--- config.mk ---
export PLATFORM = sky130hd
export DESIGN_NAME = comparator_search4
export DESIGN_NICKNAME = d
export VERILOG_FILES = /design/src/rtl/comparator_search4.sv
export SDC_FILE = /design/constraint.sdc
export NUM_CORES = 1
export LEC_CHECK = 0
export BUFFER_PORTS_ARGS = -buffer_cell sky130_fd_sc_hd__buf_2
export CORE_MARGIN = 1.5
export CORE_UTILIZATION = 58
export DETAILED_ROUTE_END_ITERATION = 8
export GPL_TIMING_DRIVEN = 0
export PLACE_DENSITY = 0.83
export SKIP_CTS_REPAIR_TIMING = 1
export SLEW_MARGIN = 10
export SYNTH_ARGS = -nofsm -noshare
export SYNTH_HDL_FRONTEND = slang
export SYNTH_SLANG_ARGS = --single-unit
--- constraint.sdc ---
create_clock -name clk -period 4 [get_ports clk]
set_input_delay 0.4 -clock clk [delete_from_list [all_inputs] [get_ports clk]]
set_output_delay 0.4 -clock clk [all_outputs]
set_load 0.02 [all_outputs]
--- src/rtl/comparator_search4.sv ---
// comparator_search4: binary-search driver for a 4-bit magnitude comparator.
// Drives B (guess), consumes {G,E,L}, and locates A in at most 5 compares.
module comparator_search4 #(
   parameter int unsigned SETTLE_CYC = 0
) (
   input  logic       clk,
   input  logic       nRst,
   input  logic       start,
   input  logic [2:0] cmp_r,
   output logic [3:0] guess,
   output logic       busy,
   output logic       done,
   output logic [3:0] found,
   output logic [2:0] steps,
   output logic       err
);

   typedef enum logic [2:0] {
      S_IDLE,
      S_WAIT,
      S_CMP,
      S_DONE,
      S_ERR
   } state_t;

   localparam bit         HAS_WAIT = (SETTLE_CYC > 0);
   localparam logic [1:0] WLOAD    = HAS_WAIT ? 2'(SETTLE_CYC - 1) : 2'd0;

   state_t     state, next_state;
   logic [4:0] lo, hi, n_lo, n_hi;
   logic [4:0] mid_sum;
   logic [1:0] wcnt, n_wcnt;
   logic [3:0] n_guess, n_found;
   logic [2:0] n_steps;

   // State register
   always_ff @(posedge clk) begin
      if (!nRst) state <= S_IDLE;
      else       state <= next_state;
   end

   // Search datapath registers (bounds, settle counter, guess, result)
   always_ff @(posedge clk) begin
      if (!nRst) begin
         lo    <= '0;
         hi    <= 5'd15;
         wcnt  <= '0;
         guess <= '0;
         found <= '0;
         steps <= '0;
      end else begin
         lo    <= n_lo;
         hi    <= n_hi;
         wcnt  <= n_wcnt;
         guess <= n_guess;
         found <= n_found;
         steps <= n_steps;
      end
   end

   // Next-state and next-datapath logic
   always_comb begin
      next_state = state;
      n_lo       = lo;
      n_hi       = hi;
      n_wcnt     = wcnt;
      n_guess    = guess;
      n_found    = found;
      n_steps    = steps;
      mid_sum    = lo + hi;
      unique case (state)
         S_IDLE, S_DONE, S_ERR: begin
            if (start) begin
               n_lo    = '0;
               n_hi    = 5'd15;
               n_guess = 4'd7;
               n_steps = '0;
               n_wcnt  = WLOAD;
               next_state = HAS_WAIT ? S_WAIT : S_CMP;
            end
         end
         S_WAIT: begin
            if (wcnt == 2'd0) next_state = S_CMP;
            else              n_wcnt     = wcnt - 2'd1;
         end
         S_CMP: begin
            n_steps = steps + 3'd1;
            unique case (cmp_r)
               3'b010: begin
                  n_found    = guess;
                  next_state = S_DONE;
               end
               3'b100: begin
                  if (guess == 4'd15) next_state = S_ERR;
                  else                n_lo       = {1'b0, guess} + 5'd1;
               end
               3'b001: begin
                  if (guess == 4'd0) next_state = S_ERR;
                  else               n_hi       = {1'b0, guess} - 5'd1;
               end
               default: next_state = S_ERR;
            endcase
            // A G/L outcome that did not already fault narrows the window;
            // a crossed window or a sixth compare means an inconsistent comparator.
            if (next_state == S_CMP && (cmp_r == 3'b100 || cmp_r == 3'b001)) begin
               mid_sum = n_lo + n_hi;
               if (n_lo > n_hi || steps == 3'd4) begin
                  next_state = S_ERR;
               end else begin
                  n_guess    = mid_sum[4:1];
                  n_wcnt     = WLOAD;
                  next_state = HAS_WAIT ? S_WAIT : S_CMP;
               end
            end
         end
         default: next_state = S_IDLE;
      endcase
   end

   // Status outputs decoded from the registered state
   always_comb begin
      busy = (state == S_WAIT) || (state == S_CMP);
      done = (state == S_DONE);
      err  = (state == S_ERR);
   end

endmodule
# After elaboration in Yosys (flattened, before gate mapping)
# Cells that the tools add are included.
totals:
  ff_bits: 26
  ramBits: 0
  output_inout_bits: 14
  latch_bits: 0
  n_memories: 0
  rom_bits: 0
op_classes:
  n_addsub: 5
  bitwise: 0
  n_mul: 0
  magnitude_cmp: 1
  n_eq_ne: 15
  mux: 30
  reduce_logical: 15
  shift: 0
  div: 0
op_table:
  columns: ["cell", "count"]
  rows:
  - ["$mux W5", 8]
  - ["$mux W3", 8]
  - ["$pmux W5 S2", 2]
  - ["$pmux W3 S3", 2]
  - ["$eq A3 B2 Y1 const B", 4]
  - ["$mux W4", 3]
  - ["$ne A2 B2 Y1 const B", 5]
  - ["$eq A3 B3 Y1 const B", 3]
  - ["$mux W2", 4]
  - ["$pmux W4 S2", 1]
  - ["$eq A3 B1 Y1 const B", 2]
  - ["$pmux W2 S3", 1]
  - ["$pmux W3 S2", 1]
  - ["$reduce_and A2 Y1", 3]
  - ["$add A4 B1 Y5 const B", 1]
  - ["$add A5 B5 Y5", 1]
  - ["$gt A5 B5 Y1", 1]
  - ["$reduce_and A5 Y1", 1]
  - ["$sub A4 B1 Y5 const B", 1]
  - ["$eq A4 B4 Y1 const B", 1]
  - ["$logic_not A4 Y1", 1]
  - ["$reduce_and A4 Y1", 1]
  - ["$add A3 B1 Y3 const B", 1]
  - ["$logic_not A3 Y1", 1]
  - ["7 further kinds", 9]

# Depth between registers and ports, before layout
# Gate-level depths: netlist (run 1).
depth:
  ltp_word: 9
  depth_mapped: 14
  depth_no_buf: 13

# Worst setup path before layout (run 1)
# OpenSTA, ideal clock, no wires.
synth_timing:
  path_kind: "reg2reg"
  from: "register guess[0]"
  to: "register guess[0]"
  setup_time_ps: 72
  stages_incl_launch_ff: 13
  t_required_ps: 3928
  t_arrival_ps: 2968
  setup_slack_ps: 960
  path_buffers: 1
  path_cell_list: "dfxtp_1 inv_1 ha_1 nor3b_1 nand2b_1 clkbuf_1 mux2i_1 inv_1 ha_1 nand4bb_1 o22a_1 nor4_4 mux2i_1"
synth_between:
  elab_chain_len: 8
  word_cells_on_any_way: 25
  classes_between: "3 x add/sub; 1 x order compare; 4 x eq/ne; 13 x mux; 4 x reduce/logical"
synth_rtl:
  columns: ["element", "line", "source"]
  rows:
  - ["start, declared", "10", "output logic [3:0] guess,"]
  - ["start signal, assigned", "55", "guess <= n_guess;"]
  - ["$add A4 B1 Y5 (tied with other cells)", "95", "else n_lo = {1'b0, guess} + 5'd1;"]
  - ["$mux W5 (tied with other cells)", "94", "if (guess == 4'd15) next_state = S_ERR;"]
  - ["$mux W5 or $pmux W3 S3 (tied branches)", "88", "unique case (cmp_r)"]
  - ["$mux W5 or $mux W3 (tied branches)", "71", "unique case (state)"]
  - ["$add A5 B5 Y5 (tied with other cells)", "106", "mid_sum = n_lo + n_hi;"]
  - ["$mux W4 (tied with other cells)", "107", "if (n_lo > n_hi || steps == 3'd4) begin"]
  - ["$mux W4 or $ne A2 B2 Y1 (tied branches)", null, null]
  - ["$pmux W4 S2 or $reduce_and A4 Y1 (tied branches)", null, null]
# Several ways; a longest one is shown, not always the timed one. The select of a mux whose other input is x is not followed.
# A chain may end at the register's enable or synchronous reset.

# Worst setup path in the final report (run 1)
layout_timing:
  from: "register guess[0]"
  to: "register guess[2]"
# The elaborated chain is that of the path after synthesis.

==> flow_summary.json, run 1 <==
{
  "cts_buffer_depth": 2,
  "synth_area_um2": 1712,
  "synth_top_area_frac": 0.3041,
  "min_period_ns": 3.495,
  "rows": 19,
  "crit_arrival_ns": 3.77,
  "dp.cells": 256,
  "cp_max_fo": 8,
  "worst_setup_path_start_kind": "flop",
  "finalNonFillerCells": 260,
  "cp.required_ns": 4.28,
  "cts.htree.levels": 1,
  "outcome": "finished, final reports clean",
  "synth_most_common_cell": "dfxtp_1",
  "drc": 0,
  "grt_pass1_vias": 1356,
  "yosysUniqueCellTypes": 45,
  "grt_max_degree": 15,
  "die_h_um": 57.33,
  "avgSynthCellArea_um2": 8.309,
  "vias": 1517,
  "drt_wl_total_um": 3663,
  "hold_class": "input pin to flop",
  "numPortBuffers": 19,
  "clock-sinks": 26,
  "synthCells": 206,
  "switching_power_uw": 151.3,
  "num-nets-final": 251,
  "grt_use_total": 0.2350,
  "p_per_area_nw_per_um2": 272.5,
  "clock_skew_ns": 0.01297,
  "hpwlAfterDp_um": 2737,
  "ios": 20,
  "dieArea_um2": 3286,
  "synth_commonest_cells": "dfxtp_1 (26), nand2_1 (17), ha_1 (14)",
  "swShare": 0.2950,
  "gr-total-overflow": 0,
  "internal_power_uw": 361.6,
  "core_um2": 2781,
  "ir_drop_uv": 282.4,
  "power_frac_comb": 0.206,
  "grt_pass1_wl_um": 6065,
  "yosys_warnings": 0,
  "synth_edf_count": 0,
  "fmax_mhz": 286.1,
  "synth_top_area_cell": "dfxtp_1",
  "initial_core_util": 0.6154,
  "rsz0062_at_grt": "no",
  "clock-root-buffer": "clkbuf_4",
  "drive_gt1_frac": 0.1354,
  "leakagePower_nw": 0.7733,
  "clk_latency_ns": 0.33,
  "synth_area_leaders": "dfxtp_1 (30%), ha_1 (10%), o21ai_0 (3.8%)",
  "report.final.slew_viol_count": 0,
  "gp_congestion": 0.8950,
  "clk_pin_slew_ns": 0.14,
  "synth-seq-cells": 26,
  "regToRegSetupSlack_ns": 0.51,
  "wl_per_cell_um": 14.09,
  "synthArstFlopShare": 0,
  "drv_cap": 0,
  "avgViaCountPerCell": 5.835,
  "report.final.setup_viol": 0,
  "n_antenna_cell": 0,
  "relSlewSlack": 0.4261,
  "drtIter0Drc": 142,
  "ant_nets": 0,
  "antenna_found_initial": 0,
  "tns_ns": 0,
  "period_share": 0.8737,
  "end_kind": "flop",
  "criticalPathCategory": "flop to flop",
  "cts_made_buffers": 3,
  "syn-num-nets": 227,
  "whs_ns": 0.4484,
  "tritoncts": "built",
  "synth_flop_cell": "dfxtp_1",
  "die_w_um": 57.33,
  "area_growth_pct": 9.941,
  "hold_viol_final": 0,
  "p_seq_frac": 0.532,
  "synth.yosys.seq_area_share": 0.3041,
  "dr.pass1.iters": 4,
  "pwr-share-clk": 0.263,
  "worst_pin_slew_ns": 0.8609
}
==> critical path, cell delays in order, from the launching register on <==
cell,delay [ns]
dfxtp_1,0.43
inv_1,0.11
ha_1,0.18
nor3b_1,0.27
nand2b_1,0.16
clkbuf_1,0.31
mux2i_1,0.33
inv_1,0.08
ha_1,0.31
nand4bb_1,0.21
o22a_1,0.28
nor4_4,0.54
mux2i_1,0.23
==> layer usage <==
metal  wire, um  up-vias  global-route usage
met5          0        -                   0
met4         47        0             0.08306
met3        154        6             0.04535
met2       1723       38              0.4072
met1       1737      695              0.2908
li1           -      778                   -
==> cell type report <==
class / count / area (um2)
multi-input combinational: 157 / 1104
tap: 31 / 38.79
timing repair buffer: 19 / 95.09
clock buffer: 4 / 36.28
sequential: 26 / 520.5
buffer: 10 / 38.79
fill: 239 / 899.6
inverter: 13 / 48.80
==> metrics by stage <==
stage	instance area (um2)	power, mW	utilization	worst slack, ns
3_3_place_gp	1846	0.3812	0.6635	0.6459
3_5_place_dp	1846	0.3830	0.6635	0.5784
2_1_floorplan	1712	0.3531	-	0.9604
5_1_grt	1882	0.5391	0.6766	0.2427
4_1_cts	1882	0.5173	0.6766	0.5440
6_report	1882	0.5128	0.6766	0.5053
==> cells in the final DEF (no fill, tap or decap), types with 5 or more instances in the layout <==
master	count
o21ai_0	13
nor2b_1	7
nand2b_1	9
nand3_1	7
o22ai_1	6
and2_1	6
a21oi_1	10
inv_1	13
dfxtp_1	26
nand2_1	17
clkbuf_1	9
nor2_1	11
mux2i_1	5
ha_1	14
buf_2	20
==> final timing paths <==
path / from / to / depth (start not counted)
worst min-delay path: nRst / wcnt[1] / 5
worst max-delay path: guess[0] / guess[2] / 12
worst min register to register: lo[4] / lo[4] / 2
worst max register to register: guess[0] / guess[2] / 12
==> flip-flops by register name (all words and copies together), names as in the netlist <==
name,cells
hi,5
lo,5
found,4
guess,4
state,3
steps,3
wcnt,2
==> kinds of logic after synthesis <==
group | Yosys count | share of synthesized area
muxes | 7 | 0.04240
AOI/OAI and AO/OA | 56 | 0.2208
xor gates and xnor gates | 4 | 0.02047
and+or+nand+nor | 75 | 0.2471
adders and majority gates | 15 | 0.1140
DFF | 26 | 0.3041
buffers and inverters | 23 | 0.05117
==> power groups by stage <==
stage	registers, mW	logic, mW	clock network (mW)
after floorplan	0.281	0.0724	0
final	0.273	0.106	0.135
after global routing	0.274	0.117	0.148
after CTS	0.273	0.105	0.139
after global placement	0.278	0.103	0
after detailed placement	0.279	0.104	0
Power figures use the tool's default switching activity.
==> inputs of run 2 (changes only) <==
--- a/config.mk
+++ b/config.mk
@@ -7,10 +7,10 @@
 export LEC_CHECK = 0
 export BUFFER_PORTS_ARGS = -buffer_cell sky130_fd_sc_hd__buf_2
 export CORE_MARGIN = 1.5
-export CORE_UTILIZATION = 58
+export CORE_UTILIZATION = 52
 export DETAILED_ROUTE_END_ITERATION = 8
 export GPL_TIMING_DRIVEN = 0
-export PLACE_DENSITY = 0.83
+export PLACE_DENSITY = 0.79
 export SKIP_CTS_REPAIR_TIMING = 1
 export SLEW_MARGIN = 10
 export SYNTH_ARGS = -nofsm -noshare
==> constraint.sdc (replaced) <==
create_clock -name clk -period 2.8 [get_ports clk]
set_input_delay 0.28 -clock clk [delete_from_list [all_inputs] [get_ports clk]]
set_output_delay 0.28 -clock clk [all_outputs]
set_load 0.02 [all_outputs]
==> flow_summary.json, run 2 (synthesis gave the netlist of run 1 again) <==
{
  "antenna_found_initial": 0,
  "crit_arrival_ns": 3.12,
  "end_kind": "flop",
  "grt_pass1_wl_um": 6078,
  "clk_pin_slew_ns": 0.15,
  "core_um2": 3078,
  "report.final.setup_viol": 4,
  "leakagePower_nw": 0.8662,
  "violations": "setup timing",
  "hold_path_depth": 5,
  "grt_use_total": 0.2220,
  "layout_common_cells": "dfxtp_1 (24), buf_2 (21), nand2_1 (17)",
  "clock-sinks": 26,
  "p_per_area_nw_per_um2": 394.6,
  "worst_setup_path_start_kind": "flop",
  "initial_core_util": 0.5561,
  "drt_wl_total_um": 4222,
  "area_growth_pct": 25.51,
  "numPortBuffers": 19,
  "drc": 0,
  "criticalPathCategory": "flop to flop",
  "relSlewSlack": 0.4031,
  "period_share": 1.020,
  "clk_latency_ns": 0.33,
  "hold_viol_final": 0,
  "dieArea_um2": 3645,
  "power_uw": 847.8,
  "cts_buffer_depth": 2,
  "cts_made_buffers": 3,
  "final_common_cell": "dfxtp_1",
  "reg2reg_depth": 14,
  "worst_pin_slew_ns": 0.8954,
  "hpwlAfterDp_um": 2689,
  "dr.pass1.iters": 4,
  "grt_max_degree": 16,
  "cp_max_fo": 7,
  "setup_slack_ns": -0.05581,
  "drtIter0Drc": 89,
  "ios": 20,
  "die_h_um": 60.37,
  "ant_nets": 0,
  "min_period_ns": 2.856,
  "cp.required_ns": 3.06,
  "cts.htree.levels": 1,
  "drive_gt1_frac": 0.2605,
  "pre_cts_ws_ns": -0.3837,
  "num-nets-final": 260,
  "tritoncts": "built",
  "rows": 20,
  "report.final.slew_viol_count": 0,
  "clock_skew_ns": 0.01432,
  "wl_per_cell_um": 14.97,
  "vias": 1563,
  "grt_pass1_vias": 1387,
  "rsz0062_at_grt": "yes",
  "drv_cap": 0,
  "ir_drop_uv": 355.6,
  "gp_congestion": 0.8850,
  "n_antenna_cell": 0,
  "avgViaCountPerCell": 5.543,
  "gr-total-overflow": 0,
  "fmax_mhz": 350.2,
  "largestRegisters": "hi: 5 flops, lo: 5 flops",
  "hold_class": "input pin to flop",
  "die_w_um": 60.37,
  "clock-root-buffer": "clkbuf_4",
  "outcome": "finished with violations"
}
-- run 2: cell type report --
type	count	area, um2
inverter	13	53.80
fill	258	929.6
tap	44	55.05
timing repair buffer	29	173.9
clock buffer	3	22.52
multi-input combinational	157	1237
sequential	26	528.0
buffer	9	47.55
clock inverter	1	30.03
-- run 2: power breakdown --
group / internal, mW / total (mW) / switching (mW) / leakage [nW]
combinational: 0.0895 / 0.200 / 0.110 / 0.626
clock: 0.145 / 0.257 / 0.112 / 0.0279
sequential: 0.379 / 0.392 / 0.0128 / 0.212
-- run 2: critical path, stage by stage (launching register included) --
cell	delay, ns
dfxtp_4	0.42
inv_4	0.08
ha_4	0.14
nor3b_4	0.20
nand2b_4	0.16
buf_8	0.12
mux2i_4	0.26
inv_2	0.07
ha_4	0.27
nand4bb_4	0.13
o21ai_1	0.06
o22a_1	0.23
nor4_4	0.27
buf_6	0.17
mux2i_1	0.19
-- run 2: stage by stage --
step | setup TNS [ns] | utilization | area [um2] | hold WS [ns] | std cells
2_1_floorplan | 0 | - | 1718 | 0.4105 | 206
3_3_place_gp | -1.925 | 0.6069 | 1868 | 0.4181 | 269
6_report | -0.1519 | 0.6980 | 2148 | 0.3217 | 282
4_1_cts | -2.928 | 0.6240 | 1921 | 0.3133 | 273
5_1_grt | -0.7203 | 0.6980 | 2148 | 0.3416 | 282
3_5_place_dp | -2.533 | 0.6069 | 1868 | 0.4200 | 269
-- run 2: path summary, 6_finish.rpt --
check / from / to / slack (ns)
setup / recovery: guess[0] / guess[1] / -0.06
hold / removal: nRst / wcnt[1] / 0.32
setup reg to reg: guess[0] / guess[1] / -0.06
hold reg to reg: lo[4] / lo[4] / 0.44
-- run 2: layer usage --
layer | up-vias | GRT usage | wire [um]
met2 | 49 | 0.3711 | 2114
met4 | 0 | 0.07302 | 66
li1 | 792 | - | -
met5 | - | 0 | 0
met1 | 714 | 0.2885 | 1825
met3 | 8 | 0.04264 | 214
==> inputs of run 3 (changes only) <==
--- a/config.mk
+++ b/config.mk
@@ -5,7 +5,7 @@
 export SDC_FILE = /design/constraint.sdc
 export NUM_CORES = 1
 export LEC_CHECK = 0
-export BUFFER_PORTS_ARGS = -buffer_cell sky130_fd_sc_hd__buf_2
+export BUFFER_PORTS_ARGS = -buffer_cell sky130_fd_sc_hd__clkbuf_2
 export CORE_MARGIN = 1.5
 export CORE_UTILIZATION = 52
 export DETAILED_ROUTE_END_ITERATION = 8
==> flow_summary.json, run 3 (synthesis gave the netlist of run 1 again) <==
{
  "end_kind": "flop",
  "die_w_um": 60.37,
  "crit_arrival_ns": 3.09,
  "multi_input_area_um2": 1207,
  "initial_core_util": 0.5561,
  "seq_area_um2": 528.0,
  "reg2reg_depth": 11,
  "clock-sinks": 26,
  "min_period_ns": 2.830,
  "hold_class": "input pin to flop",
  "wl_per_cell_um": 14.34,
  "area_growth_pct": 22.08,
  "numPortBuffers": 19,
  "clk_pin_slew_ns": 0.14,
  "finalNonFillerCells": 280,
  "drive_gt1_frac": 0.2458,
  "drtIter0Drc": 71,
  "cts.htree.levels": 1,
  "dr.pass1.iters": 4,
  "drc": 0,
  "ir_drop_uv": 240.0,
  "fillCellCount": 266,
  "report.final.setup_viol": 4,
  "avgViaCountPerCell": 5.650,
  "reg2reg_to": "guess[0]",
  "leakagePower_nw": 0.8318,
  "violations": "setup timing",
  "cp_max_fo": 8,
  "fmax_mhz": 353.4,
  "hold_path_depth": 5,
  "n_antenna_cell": 0,
  "core_um2": 3078,
  "gr-total-overflow": 0,
  "p_per_area_nw_per_um2": 371.5,
  "setup_slack_ns": -0.02955,
  "tritoncts": "built",
  "layout_common_cells": "dfxtp_1 (24), clkbuf_2 (19), nand2_1 (17)",
  "grt_pass1_wl_um": 5968,
  "worst_setup_path_start_kind": "flop",
  "period_share": 1.011,
  "antenna_found_initial": 0,
  "num-nets-final": 258,
  "relSlewSlack": 0.4102,
  "dieArea_um2": 3645,
  "rsz0062_at_grt": "yes",
  "report.final.slew_viol_count": 0,
  "final_common_cell": "dfxtp_1",
  "grt_max_degree": 15,
  "dp.cells": 269,
  "cts_buffer_depth": 2,
  "largestRegisters": "hi: 5 flops, lo: 5 flops",
  "worstHoldStart": "nRst",
  "vias": 1582,
  "worst_pin_slew_ns": 0.8847,
  "clk_latency_ns": 0.33,
  "clock_skew_ns": 0.01083,
  "regToRegSetupSlack_ns": -0.03,
  "grt_use_total": 0.2184,
  "hold_viol_final": 0,
  "hpwlAfterDp_um": 2788,
  "timing.rr.start": "guess[0]",
  "criticalPathCategory": "flop to flop",
  "clock-root-buffer": "clkbuf_4",
  "ios": 20,
  "grt_pass1_vias": 1370,
  "power_uw": 776.3,
  "die_h_um": 60.37,
  "drt_wl_total_um": 4016,
  "outcome": "finished with violations",
  "rows": 20,
  "cp.required_ns": 3.06,
  "ant_nets": 0,
  "cts_made_buffers": 3,
  "holdPathEnd": "wcnt[1]",
  "drv_cap": 0,
  "gp_congestion": 0.8836
}
-- run 3: cell count changes in the layout (fill, tap and decap cells not counted), sizes merged --
cell / before / now
buf: 32 / 9
bufinv: 1 / 0
clkbuf: 9 / 31
-- run 3: through the flow --
step                setup TNS (ns)  instance area [um2]  worst slack, ns  utilization  hold slack [ns]
floorplan                        0                 1718          0.02334            -           0.4105
global placement            -1.895                 1868          -0.3005       0.6069           0.4169
detailed placement          -2.035                 1868          -0.3199       0.6069           0.4309
CTS                         -2.381                 1904          -0.3685       0.6187           0.3257
global route               -0.5922                 2090          -0.1516       0.6789           0.3537
finish                    -0.06536                 2090         -0.02955       0.6789           0.3208
-- run 3: final cells by class --
cell class | instances | area share
Buffer | 9 | 0.02515
Clock buffer | 4 | 0.01737
Multi-Input combinational cell | 157 | 0.5778
Tap cell | 44 | 0.02635
Sequential cell | 26 | 0.2527
Inverter | 13 | 0.02455
Timing Repair Buffer | 27 | 0.07605
-- run 3: worst max path at each step --
stage                     startpoint        to  slack (ns)  cells past startpoint
after floorplan             guess[0]  guess[0]        0.02                     12
after global placement      guess[0]  guess[0]       -0.30                     12
after detailed placement    guess[0]  guess[0]       -0.32                     12
after CTS                   guess[0]  guess[0]       -0.37                     12
after global routing        guess[1]  guess[1]       -0.15                     13
final                       guess[0]  guess[0]       -0.03                     11
-- run 3: worst max-delay path: stages (launching register included) --
cell and delay (ns):
dfxtp_4 0.42, ha_4 0.17, and3_4 0.18, or2_4 0.28
mux2_4 0.32, ha_1 0.19, nor2b_1 0.12, o211a_1 0.20
o22a_1 0.24, nor4_4 0.28, buf_6 0.17, mux2i_1 0.18
-- run 3: layer usage --
metal / vias to the layer above / share of wire / global-route usage
met2: 42 / 0.48 / 0.3649
met1: 737 / 0.47 / 0.2951
li1: 797 / - / -
met5: - / 0 / 0
met3: 6 / 0.043 / 0.02559
met4: 0 / 0.013 / 0.06984
-- run 3: power breakdown --
| part | total, mW | switching, mW | internal [mW] |
|---|---|---|---|
| combinational | 0.183 | 0.103 | 0.0802 |
| clock | 0.201 | 0.121 | 0.0797 |
| sequential | 0.392 | 0.0135 | 0.379 |
